===== config.mk =====
export PLATFORM = sky130hd
export DESIGN_NAME = button_tx_trigger
export DESIGN_NICKNAME = d
export VERILOG_FILES = /design/src/rtl/uart_pkg.sv /design/src/rtl/button_debounce.sv /design/src/rtl/button_tx_trigger.sv
export SDC_FILE = /design/constraint.sdc
export NUM_CORES = 1
export LEC_CHECK = 0
export ABC_CLOCK_PERIOD_IN_PS = 2300
export CAP_MARGIN = 20
export CORE_MARGIN = 5
export CORE_UTILIZATION = 58
export CTS_CLUSTER_DIAMETER = 40
export DETAILED_ROUTE_END_ITERATION = 8
export GPL_TIMING_DRIVEN = 0
export PLACE_DENSITY = 0.78
export RECOVER_POWER = 50
export SETUP_SLACK_MARGIN = 0.02
export SLEW_MARGIN = 15
export SYNTH_ARGS = -nofsm -noshare
export SYNTH_HDL_FRONTEND = slang
export SYNTH_SLANG_ARGS = --single-unit
export TNS_END_PERCENT = 10

===== constraint.sdc =====
create_clock -name Clk -period 2.3 [get_ports Clk]
set_input_delay 0.575 -clock Clk [delete_from_list [all_inputs] [get_ports Clk]]
set_output_delay 0.575 -clock Clk [all_outputs]
set_load 0.005 [all_outputs]

===== src/rtl/uart_pkg.sv =====
// Shared definitions for the push-button driven UART transmit path.
// Purpose: trigger FSM state encoding, ASCII sequence limits, sequence-step helper.
// Latency: n/a (types and constants only). Backpressure: n/a.
package uart_pkg;

  localparam logic [1:0] IDLE      = 2'd0;
  localparam logic [1:0] SEND      = 2'd1;
  localparam logic [1:0] WAIT_DONE = 2'd2;

  typedef enum logic [1:0] {
    ST_IDLE      = IDLE,
    ST_SEND      = SEND,
    ST_WAIT_DONE = WAIT_DONE
  } state_t;

  localparam logic [7:0] ASCII_0 = 8'h30;
  localparam logic [7:0] ASCII_9 = 8'h39;

  // Next byte of the wrapping sequence.
  function automatic logic [7:0] next_seq(input logic [7:0] cur,
                                          input logic [7:0] first,
                                          input logic [7:0] last);
    return (cur == last) ? first : cur + 8'd1;
  endfunction

endpackage


===== src/rtl/button_debounce.sv =====
// Two-flop synchroniser plus counter debouncer for one raw button input.
// Latency: din rise -> level rise 2 + DEBOUNCE_CYCLES cycles, rise_pulse one cycle later.
// Backpressure: none; free-running.
// Ports: Clk/Rst (sync, active high); din raw async input; level debounced level;
//        rise_pulse one-cycle pulse the cycle after level goes 0->1.
module button_debounce #(
  parameter int DEBOUNCE_CYCLES = 5000
) (
  input  logic Clk,
  input  logic Rst,
  input  logic din,
  output logic level,
  output logic rise_pulse
);

  localparam int CW = $clog2(DEBOUNCE_CYCLES + 1);
  localparam logic [CW-1:0] CNT_LAST = CW'(DEBOUNCE_CYCLES - 1);

  logic          sync_a;
  logic          sync_b;
  logic          level_q;
  logic [CW-1:0] cnt;

  always_ff @(posedge Clk) begin
    if (Rst) begin
      sync_a     <= 1'b0;
      sync_b     <= 1'b0;
      level      <= 1'b0;
      level_q    <= 1'b0;
      rise_pulse <= 1'b0;
      cnt        <= '0;
    end else begin
      sync_a     <= din;
      sync_b     <= sync_a;
      level_q    <= level;
      // Registered edge detect: pulse lands the cycle after level rises.
      rise_pulse <= level & ~level_q;
      if (sync_b == level) begin
        cnt <= '0;
      end else if (cnt == CNT_LAST) begin
        // Input has differed for DEBOUNCE_CYCLES consecutive samples.
        level <= ~level;
        cnt   <= '0;
      end else begin
        cnt <= cnt + CW'(1);
      end
    end
  end

endmodule


===== src/rtl/button_tx_trigger.sv =====
// Turns debounced button presses into one-cycle UART requests carrying '0'..'9'.
// Latency: button_in rise -> btn_press 2+DEBOUNCE_CYCLES+1 cycles, TxEn one cycle later.
// Backpressure: waits for TxDone (or watchdog); one press queued, further presses dropped.
// Ports: Clk/Rst (sync, active high); button_in raw button; TxDone transmitter done
//        (rising edge); TxEn/TxByte request and byte; btn_level/btn_press debounce
//        status; pending queued press; tx_err sticky watchdog flag.
module button_tx_trigger
  import uart_pkg::*;
#(
  parameter int         DEBOUNCE_CYCLES = 5000,
  parameter int         TIMEOUT_CYCLES  = 2000000,
  parameter logic [7:0] FIRST_BYTE      = ASCII_0,
  parameter logic [7:0] LAST_BYTE       = ASCII_9
) (
  input  logic       Clk,
  input  logic       Rst,
  input  logic       button_in,
  input  logic       TxDone,
  output logic       TxEn,
  output logic [7:0] TxByte,
  output logic       btn_level,
  output logic       btn_press,
  output logic       pending,
  output logic       tx_err
);

  localparam int TW = $clog2(TIMEOUT_CYCLES + 1);
  localparam logic [TW-1:0] TCNT_LAST = TW'(TIMEOUT_CYCLES - 1);

  state_t        state;
  state_t        state_nxt;
  logic          txdone_q;
  logic          done;
  logic [7:0]    seq;
  logic [TW-1:0] tcnt;

  logic start;        // IDLE -> SEND: latch byte, consume any queued press
  logic advance;      // leaving SEND: step sequence, arm watchdog
  logic queue_press;  // press seen while busy
  logic set_err;

  button_debounce #(
    .DEBOUNCE_CYCLES(DEBOUNCE_CYCLES)
  ) u_debounce (
    .Clk       (Clk),
    .Rst       (Rst),
    .din       (button_in),
    .level     (btn_level),
    .rise_pulse(btn_press)
  );

  // A TxDone held high only counts once.
  assign done = TxDone & ~txdone_q;

  always_ff @(posedge Clk) begin
    if (Rst) begin
      state <= ST_IDLE;
    end else begin
      state <= state_nxt;
    end
  end

  always_comb begin
    state_nxt   = state;
    TxEn        = 1'b0;
    start       = 1'b0;
    advance     = 1'b0;
    queue_press = 1'b0;
    set_err     = 1'b0;
    case (state)
      ST_IDLE: begin
        // A new press and a queued press together yield a single send.
        if (btn_press || pending) begin
          start     = 1'b1;
          state_nxt = ST_SEND;
        end
      end
      ST_SEND: begin
        TxEn        = 1'b1;
        advance     = 1'b1;
        queue_press = btn_press;
        state_nxt   = ST_WAIT_DONE;
      end
      ST_WAIT_DONE: begin
        queue_press = btn_press;
        if (done) begin
          state_nxt = ST_IDLE;
        end else if (tcnt == TCNT_LAST) begin
          set_err   = 1'b1;
          state_nxt = ST_IDLE;
        end
      end
      default: state_nxt = ST_IDLE;
    endcase
  end

  always_ff @(posedge Clk) begin
    if (Rst) begin
      txdone_q <= 1'b0;
      TxByte   <= FIRST_BYTE;
      seq      <= FIRST_BYTE;
      pending  <= 1'b0;
      tcnt     <= '0;
      tx_err   <= 1'b0;
    end else begin
      txdone_q <= TxDone;
      if (start) begin
        TxByte  <= seq;
        pending <= 1'b0;
      end else if (queue_press) begin
        // Already-pending presses fall through here with no change.
        pending <= 1'b1;
      end
      if (advance) begin
        seq  <= next_seq(seq, FIRST_BYTE, LAST_BYTE);
        tcnt <= '0;
      end else if (state == ST_WAIT_DONE) begin
        tcnt <= tcnt + TW'(1);
      end
      if (set_err) begin
        tx_err <= 1'b1;
      end
    end
  end

endmodule


==> results of run 1 <==
## sequential cells by signal, indices dropped and copies added, names as in the netlist
| register | count |
|---|---|
| u_debounce.sync_b | 1 |
| txdone_q | 1 |
| u_debounce.cnt | 13 |
| u_debounce.rise_pulse | 1 |
| u_debounce.sync_a | 1 |
| tx_err | 1 |
| TxByte | 8 |
| tcnt | 21 |
| u_debounce.level_q | 1 |
| seq | 8 |
| state | 2 |
| pending | 1 |
| u_debounce.level | 1 |
## metrics by stage
step           total power, W  setup TNS [ps]
4_1_cts              0.002119               0
5_1_grt              0.002173               0
2_1_floorplan        0.001085               0
3_5_place_dp         0.001099          -807.0
3_3_place_gp         0.001099          -734.0
6_report             0.002095               0
## final cells by class
class                           instances  area share
Tap cell                               52     0.02100
Multi-Input combinational cell        224      0.4439
Inverter                                8    0.009693
Sequential cell                        60      0.3881
Timing Repair Buffer                   16     0.05170
Buffer                                 10     0.01414
Clock inverter                          3     0.01373
Clock buffer                           13     0.05775
## worst max-delay path, cell delays in order (launching register included)
cell and delay, ps:
dfxtp_1 380, ha_2 240, or4bb_1 510, or4_4 500
nor4_1 280, o32ai_1 130
## synth_stat cells, types with 2 or more instances
master / number
a31oi_1: 3
nor2b_1: 5
o21ai_0: 8
nand2b_1: 8
or3_1: 5
a21oi_1: 17
mux2i_1: 3
or4_1: 5
inv_1: 8
xnor2_1: 18
nand3b_1: 2
clkbuf_1: 6
o31ai_1: 3
a41o_1: 2
nor4_1: 7
nor3_1: 9
or4b_2: 2
xor2_1: 8
ha_1: 7
nand3_1: 9
or3_2: 4
buf_2: 2
nand4_1: 8
nand2_1: 33
nor2_1: 39
dfxtp_1: 60
## power groups by stage
stage | logic, W | registers [W] | clock network (W)
after floorplan | 0.0000193 | 0.00107 | 0
after global placement | 0.0000325 | 0.00107 | 0
after detailed placement | 0.0000324 | 0.00107 | 0
after CTS | 0.0000326 | 0.00104 | 0.00104
after global routing | 0.0000356 | 0.00104 | 0.00109
final | 0.0000324 | 0.00104 | 0.00102
## worst paths after layout
path                                               startpoint                          endpoint  depth (start not counted)
worst min register to register  u_debounce.level_q$_SDFF_PP0_  u_debounce.rise_pulse$_SDFF_PP0_                          1
worst min-delay path            u_debounce.level_q$_SDFF_PP0_  u_debounce.rise_pulse$_SDFF_PP0_                          1
worst max-delay path                     tcnt[1]$_SDFFE_PP0P_             state[0]$_SDFFE_PP0P_                          5
worst max register to register           tcnt[1]$_SDFFE_PP0P_             state[0]$_SDFFE_PP0P_                          5
## logic make-up (layout without fill, tap and decap cells)
kind of cell    Yosys count  after routing  share of synthesized area
buf+inv                  18             50                    0.02788
flops                    60             60                     0.4537
simple gates            147            147                     0.2921
fa+ha+maj                 7              7                    0.03308
xor+xnor                 26             26                    0.08601
compound gates           41             41                    0.09594
mux                       3              3                    0.01134
## routing by layer
metal / share of wire / wire (um)
met1: 0.47 / 2494
met2: 0.47 / 2519
met5: 0 / 0
met3: 0.044 / 236
met4: 0.014 / 76
## what timing repair did
action / 4_1_cts / 5_1_grt
buffers inserted: 0 / 0
setup endpoints to repair: 0 / 12
gates resized for setup: 0 / 3
==> impl_metrics.ini, run 1 <==
[pwr]
p_int_w = 0.001671
p_comb_frac = 0.015
power_density_nw_per_um2 = 676.3
p_switching_w = 0.0004241
p_seq_frac = 0.498
switching_share = 0.2024
ir_worst_vdd_uv = 541.5
p_leak_nw = 1.047
p_clk_frac = 0.487

[placed_design]
postPlaceCellArea_sq_um = 2873
globalplace.congestion = 0.8010
placed_cells = 370
place.port_buffers = 16
post-place-ws_ps = -100.6
hpwlAfterDp_um = 3580

[sta]
relSlewSlack = 0.5585
fin_skew_ps = 5.835
setup_viol = 0
rsz0062_at_grt = no
hold_ws_ps = 393.2
finalCriticalPeriod_ps = 2171
final-hold-violation-count = 0
layout_setup_ws_ps = 128.5
fmax_mhz = 460.5
worstMarginPinSlew_ps = 657.9
post-route-period-util = 0.9441
finalMaxSlewViolations = 0

[finish]
final_common_cell = dfxtp_1
final_util = 0.7066
drive_above_1_share = 0.09880
fin_cells = 386
fillers = 338
final_cell_mix = 59 x dfxtp_1, 39 x nor2_1, 33 x nand2_1
design_area_sq_um = 3098
multi_input_area_sq_um = 1375
diodes = 0
ff_latch_area_sq_um = 1202
area_growth_pct = 17.01
final_nets = 340

[global_route]
groute.usage.overall = 0.1918
overflow = 0
grt_pass1_wl_um = 9432
use_met1 = 0.2419
top_usage_layer = met2
grt_pass1_vias = 2086
grtUsageMet3 = 0.07176
grt_max_degree = 11
antenna_found_initial = 0
grtUsageMet2 = 0.3047

[synth]
synth_edf_count = 0
synthCells = 302
ys_warn_count = 0
yosysUniqueCellTypes = 47
synthArstFlopShare = 0
synth-seq-cells = 60
synth_ff_type = dfxtp_1
yosysSeqAreaShare = 0.4537
yosysTopAreaCell = dfxtp_1
syn_area_sq_um = 2648
synth_top_cell_area_share = 0.4537
synth_area_leaders = dfxtp_1 45%, xnor2_1 6.0%, nor2_1 5.5%, nand2_1 4.7%, ha_1 3.3%
synth_nets = 313
avgSynthCellArea_sq_um = 8.767

[critical_path]
crit_path_start_kind = flop
worstPathRequired_ps = 2520
path_class = reg2reg
critical_path_arrival_ps = 2390
r2r_setup_slack_ps = 130
critPathCaptureType = flop
cp_max_fo = 5

[clock_tree]
cts_max_path_buffers = 2
cts_tree = built
cts.sinks = 60
htreeDepth = 3
cts_made_buffers = 9
clk_pin_slew_ps = 70
clock-root-buffer = clkbuf_8
hold_buffers = 0
insertion_delay_ps = 340

[floorplanning]
rows = 24
die-area_sq_um = 6016
ios = 17
core_sq_um = 4384
start_util = 0.6039
dieHeight_um = 77.56
die_w_um = 77.56

[drt]
drc = 0
routedWlPerCell_um = 13.80
drtAntennaViolNets = 0
dr.pass1.iters = 4
drtIter0Drc = 70
vias = 2192
routed_wl_um = 5326
vias_per_cell = 5.679

[worst_hold_path]
hp-class = reg2reg

[run]
drv_cap = 0

[outcome]
outcome = completed
No activity file was read; power rests on OpenSTA's default activity.
==> inputs of run 2 (changes only) <==
CORE_MARGIN = 2   (was 5)
==> run 2 against run 1 <==
  * Sequential share of layout area shrank 0.094 points
  * Cell count is the same
  * First-iteration DRC count grew 61%
  * Register-to-register slack better by 20 ps
  * Final area increased by 0.24%
  * Clock power barely moved
  * Fmax grew 0.72%
  * Critical path type unchanged
  * Clock-buffer cell count is 4 lower
  * Sequential power barely moved
  * Die area decreased by 15%
==> impl_metrics.ini, run 2 (synthesis gave the netlist of run 1 again) <==
[sta]
worstMarginPinSlew_ps = 635.0
setup_viol = 0
finalCriticalPeriod_ps = 2156
relSlewSlack = 0.5738
hold_ws_ps = 389.6
finalMaxSlewViolations = 0
final-hold-violation-count = 0
rsz0062_at_grt = no
post-route-period-util = 0.9374
fin_skew_ps = 6.791
fmax_mhz = 463.8

[finish]
final_cell_mix = 59 x dfxtp_1, 39 x nor2_1, 33 x nand2_1
diodes = 0
area_growth_pct = 17.30
final_nets = 340
final_common_cell = dfxtp_1
fillers = 335
multi_input_area_sq_um = 1380
ff_latch_area_sq_um = 1202
largest_reg_flops = 21
regMostFlops = tcnt
drive_above_1_share = 0.09581
reg.largest.list = tcnt (21), u_debounce.cnt (13)

[clock_tree]
cts_tree = built
htreeDepth = 3
cts.sinks = 60
clk_pin_slew_ps = 70
cts_made_buffers = 9
insertion_delay_ps = 340
cts_max_path_buffers = 2
clock-root-buffer = clkbuf_8

[global_route]
groute.usage.overall = 0.2268
antenna_found_initial = 0
grt_pass1_wl_um = 9108
overflow = 0
grt_pass1_vias = 1997
grt_max_degree = 13

[drt]
dr.pass1.iters = 4
drtIter0Drc = 113
routed_wl_um = 5225
drtAntennaViolNets = 0
routedWlPerCell_um = 13.54
vias = 2186
vias_per_cell = 5.663
drc = 0

[run]
drv_cap = 0

[placed_design]
hpwlAfterDp_um = 3511
globalplace.congestion = 0.8282
place.port_buffers = 16

[floorplanning]
dieHeight_um = 71.56
die-area_sq_um = 5121
die_w_um = 71.56
start_util = 0.6039
rows = 24
ios = 17
core_sq_um = 4384

[critical_path]
critPathCaptureType = flop
worstPathRequired_ps = 2560
critical_path_arrival_ps = 2420
path_class = reg2reg
cp_max_fo = 5
crit_path_start_kind = flop
r2r_setup_slack_ps = 140

[pwr]
total_power_w = 0.002129
power_density_nw_per_um2 = 685.7
p_leak_nw = 1.037
ir_worst_vdd_uv = 426.1

[outcome]
outcome = completed

[worst_hold_path]
hp-class = reg2reg
-- run 2: changes by cell type in the layout (fill, tap and decap cells not counted), sizes merged --
cell,before,now
clkinvlp,1,3
clkbuf,21,17
inv,8,9
bufinv,1,2
-- run 2: path summary, 6_finish.rpt --
check,depth (start not counted),startpoint,to
max,5,tcnt[1]$_SDFFE_PP0P_,state[1]$_SDFFE_PP0P_
min,1,u_debounce.level_q$_SDFF_PP0_,u_debounce.rise_pulse$_SDFF_PP0_
max reg2reg,5,tcnt[1]$_SDFFE_PP0P_,state[1]$_SDFFE_PP0P_
min reg2reg,1,u_debounce.level_q$_SDFF_PP0_,u_debounce.rise_pulse$_SDFF_PP0_
-- run 2: per-layer routing --
layer | share of wire | wire length, um | GRT usage | vias to the layer above
met2 | 0.47 | 2439 | 0.3405 | 37
met5 | 0 | 0 | 0 | -
met4 | 0.021 | 108 | 0.1300 | 0
met3 | 0.033 | 171 | 0.05063 | 11
met1 | 0.48 | 2505 | 0.3016 | 1027
li1 | - | - | - | 1111
-- run 2: stage by stage --
stage          cell area (sq um)  setup TNS, ps  std cells    util  setup WS, ps
5_1_grt                     3105              0        386  0.7083         43.58
4_1_cts                     3097              0        386  0.7063         63.00
3_3_place_gp                2873         -783.4        370  0.6553        -91.39
2_1_floorplan               2648              0        302       -         241.0
3_5_place_dp                2873         -797.1        370  0.6553        -91.44
6_report                    3105              0        386  0.7083         144.0
-- run 2: final cells by class --
cell class | count | area share
well taps | 52 | 0.02095
plain buffers | 10 | 0.01410
clock inverters | 7 | 0.03223
multi-input cells | 224 | 0.4444
flip-flops and latches | 60 | 0.3872
inverters | 8 | 0.009670
clock buffers | 9 | 0.03989
repair buffers | 16 | 0.05157
-- run 2: worst max-delay path: stages, from the launching register on --
cell and delay, ps:
dfxtp_1 420, ha_4 190, or4bb_1 500, or4_4 500
a211oi_2 240, mux2i_1 230
-- run 2: repair_timing --
action / 4_1_cts / 5_1_grt
hold buffers: 0 / 0
buffers inserted: 0 / 0
gates resized for setup: 0 / 4
endpoints found under the setup margin: 0 / 11
-- run 2: power by group --
part	leakage [nW]	switching [W]	total, W	internal [W]
registers	0.484	0.00000132	0.00104	0.00104
clock network	0.102	0.000440	0.00105	0.000614
logic	0.451	0.0000203	0.0000327	0.0000124
total	1.04	0.000461	0.00213	0.00167
==> inputs of run 3 (changes only) <==
GPL_TIMING_DRIVEN = not set   (was 0)
==> run 3 against run 2 <==
  * Critical path type unchanged
  * Combinational power is 8.6% lower
  * First-iteration DRC count is 24% higher
  * Sequential power hardly changed
  * Clock-buffer cell count is 1 higher
  * Sequential cell count stayed put
  * Die area stayed put
  * Core utilization is 1.2 points lower
==> impl_metrics.ini, run 3 (synthesis gave the netlist of run 1 again) <==
[outcome]
outcome = completed

[global_route]
grt_max_degree = 16
grt_pass1_wl_um = 8687
grtUsageMet2 = 0.3158
grtUsageMet3 = 0.06610
overflow = 0
grt_pass1_vias = 1910
use_met1 = 0.2994
antenna_found_initial = 0
groute.usage.overall = 0.2161
top_usage_layer = met2

[sta]
fmax_mhz = 459.8
fin_skew_ps = 7.634
setup_viol = 0
finalCriticalPeriod_ps = 2175
fin_setup_tns_ps = 0
rsz0062_at_grt = no
final-hold-violation-count = 0
finalMaxSlewViolations = 0
worstMarginPinSlew_ps = 911.4
post-route-period-util = 0.9455
relSlewSlack = 0.3860

[clock_tree]
hold_buffers = 0
htreeDepth = 3
cts_made_buffers = 9
clk_pin_slew_ps = 70
cts.sinks = 60
cts_max_path_buffers = 2
insertion_delay_ps = 330
cts_setup_buffers = 0
clock-root-buffer = clkbuf_8
cts_tree = built
cts.repair.resized = 0

[floorplanning]
die_w_um = 71.56
start_util = 0.6039
rows = 24
core_sq_um = 4384
die-area_sq_um = 5121
dieHeight_um = 71.56
ios = 17

[finish]
final_nets = 336
regMostFlops = tcnt
fillers = 348
reg.largest.list = tcnt (21), u_debounce.cnt (13)
drive_above_1_share = 0.09119
ff_latch_area_sq_um = 1201
largest_reg_flops = 21
final_common_cell = dfxtp_1
diodes = 0
final_cell_mix = 60 x dfxtp_1, 39 x nor2_1, 33 x nand2_1
area_growth_pct = 15.31
multi_input_area_sq_um = 1375

[drt]
drc = 0
drtAntennaViolNets = 0
dr.pass1.iters = 4
vias = 2141
routed_wl_um = 4947
vias_per_cell = 5.619
drtIter0Drc = 140
routedWlPerCell_um = 12.98

[placed_design]
globalplace.congestion = 0.8622
place.port_buffers = 16
hpwlAfterDp_um = 3491

[critical_path]
worst-path-buf-inv = 0
crit_path_start_kind = flop
crit_chain = ha_2, or4bb_1, or4_4, a211oi_2, mux2i_1
max_stage_delay_ps = 520
cp_max_fo = 5
path_class = reg2reg
crit_family = simple AND/OR/NAND/NOR gates
critPathCaptureType = flop
slowest_stage = or4bb_1
critical_path_arrival_ps = 2440
worstPathRequired_ps = 2560

[pwr]
total_power_w = 0.001981
power_density_nw_per_um2 = 649.0
ir_worst_vdd_uv = 449.5
p_leak_nw = 1.012

[run]
drv_cap = 0

[worst_hold_path]
hp-class = reg2reg
-- run 3: changes by cell type in the layout (fill, tap and decap cells not counted), moves of 2 or more --
cell	previous run	this run
clkinv_2	0	3
clkdlybuf4s50_1	3	10
clkbuf_1	7	3
dlygate4sd3_1	13	6
clkinvlp_4	3	1
-- run 3: power breakdown --
part	internal (W)	switching [W]	total, W	leakage [nW]
clock	0.000517	0.000391	0.000908	0.0979
combinational	0.0000112	0.0000187	0.0000299	0.430
sequential	0.00104	0.00000127	0.00104	0.484
total	0.00157	0.000411	0.00198	1.01
-- run 3: final timing paths --
| path | start | to | slack [ps] | cells after the start |
|---|---|---|---|---|
| worst min-delay path | u_debounce.level_q$_SDFF_PP0_ | u_debounce.rise_pulse$_SDFF_PP0_ | 400 | 1 |
| worst max-delay path | tcnt[0]$_SDFFE_PP0P_ | state[1]$_SDFFE_PP0P_ | 130 | 5 |
| worst max register to register | tcnt[0]$_SDFFE_PP0P_ | state[1]$_SDFFE_PP0P_ | 130 | 5 |
| worst min register to register | u_debounce.level_q$_SDFF_PP0_ | u_debounce.rise_pulse$_SDFF_PP0_ | 400 | 1 |
-- run 3: layout make-up --
type,instances,share of cell area
Clock buffer,10,0.04508
Clock inverter,5,0.01721
Inverter,8,0.009836
Multi-Input combinational cell,224,0.4504
Sequential cell,60,0.3934
Tap cell,52,0.02131
Timing Repair Buffer,22,0.06271
-- run 3: stage by stage --
step | utilization | instances | hold slack, ps | area (sq um) | setup WS [ps]
3_5_place_dp | 0.6555 | 366 | 385.6 | 2874 | 130.2
4_1_cts | 0.6989 | 381 | 394.2 | 3064 | 90.59
6_report | 0.6963 | 381 | 395.5 | 3053 | 125.4
3_3_place_gp | 0.6555 | 366 | 373.6 | 2874 | 184.9
5_1_grt | 0.6963 | 381 | 397.9 | 3053 | 51.81
2_1_floorplan | - | 302 | 367.4 | 2648 | 241.0
-- run 3: routing by layer --
| layer | wire length, um | vias to the layer above | share of wire |
|---|---|---|---|
| met5 | 0 | - | 0 |
| met4 | 76 | 0 | 0.015 |
| met3 | 171 | 6 | 0.035 |
| met2 | 2240 | 32 | 0.45 |
| met1 | 2458 | 1000 | 0.50 |
| li1 | - | 1103 | - |
-- run 3: worst reg2reg max path, cell delays in order (launching register included) --
cell,delay [ps]
dfxtp_1,390
ha_2,250
or4bb_1,520
or4_4,510
a211oi_2,250
mux2i_1,190
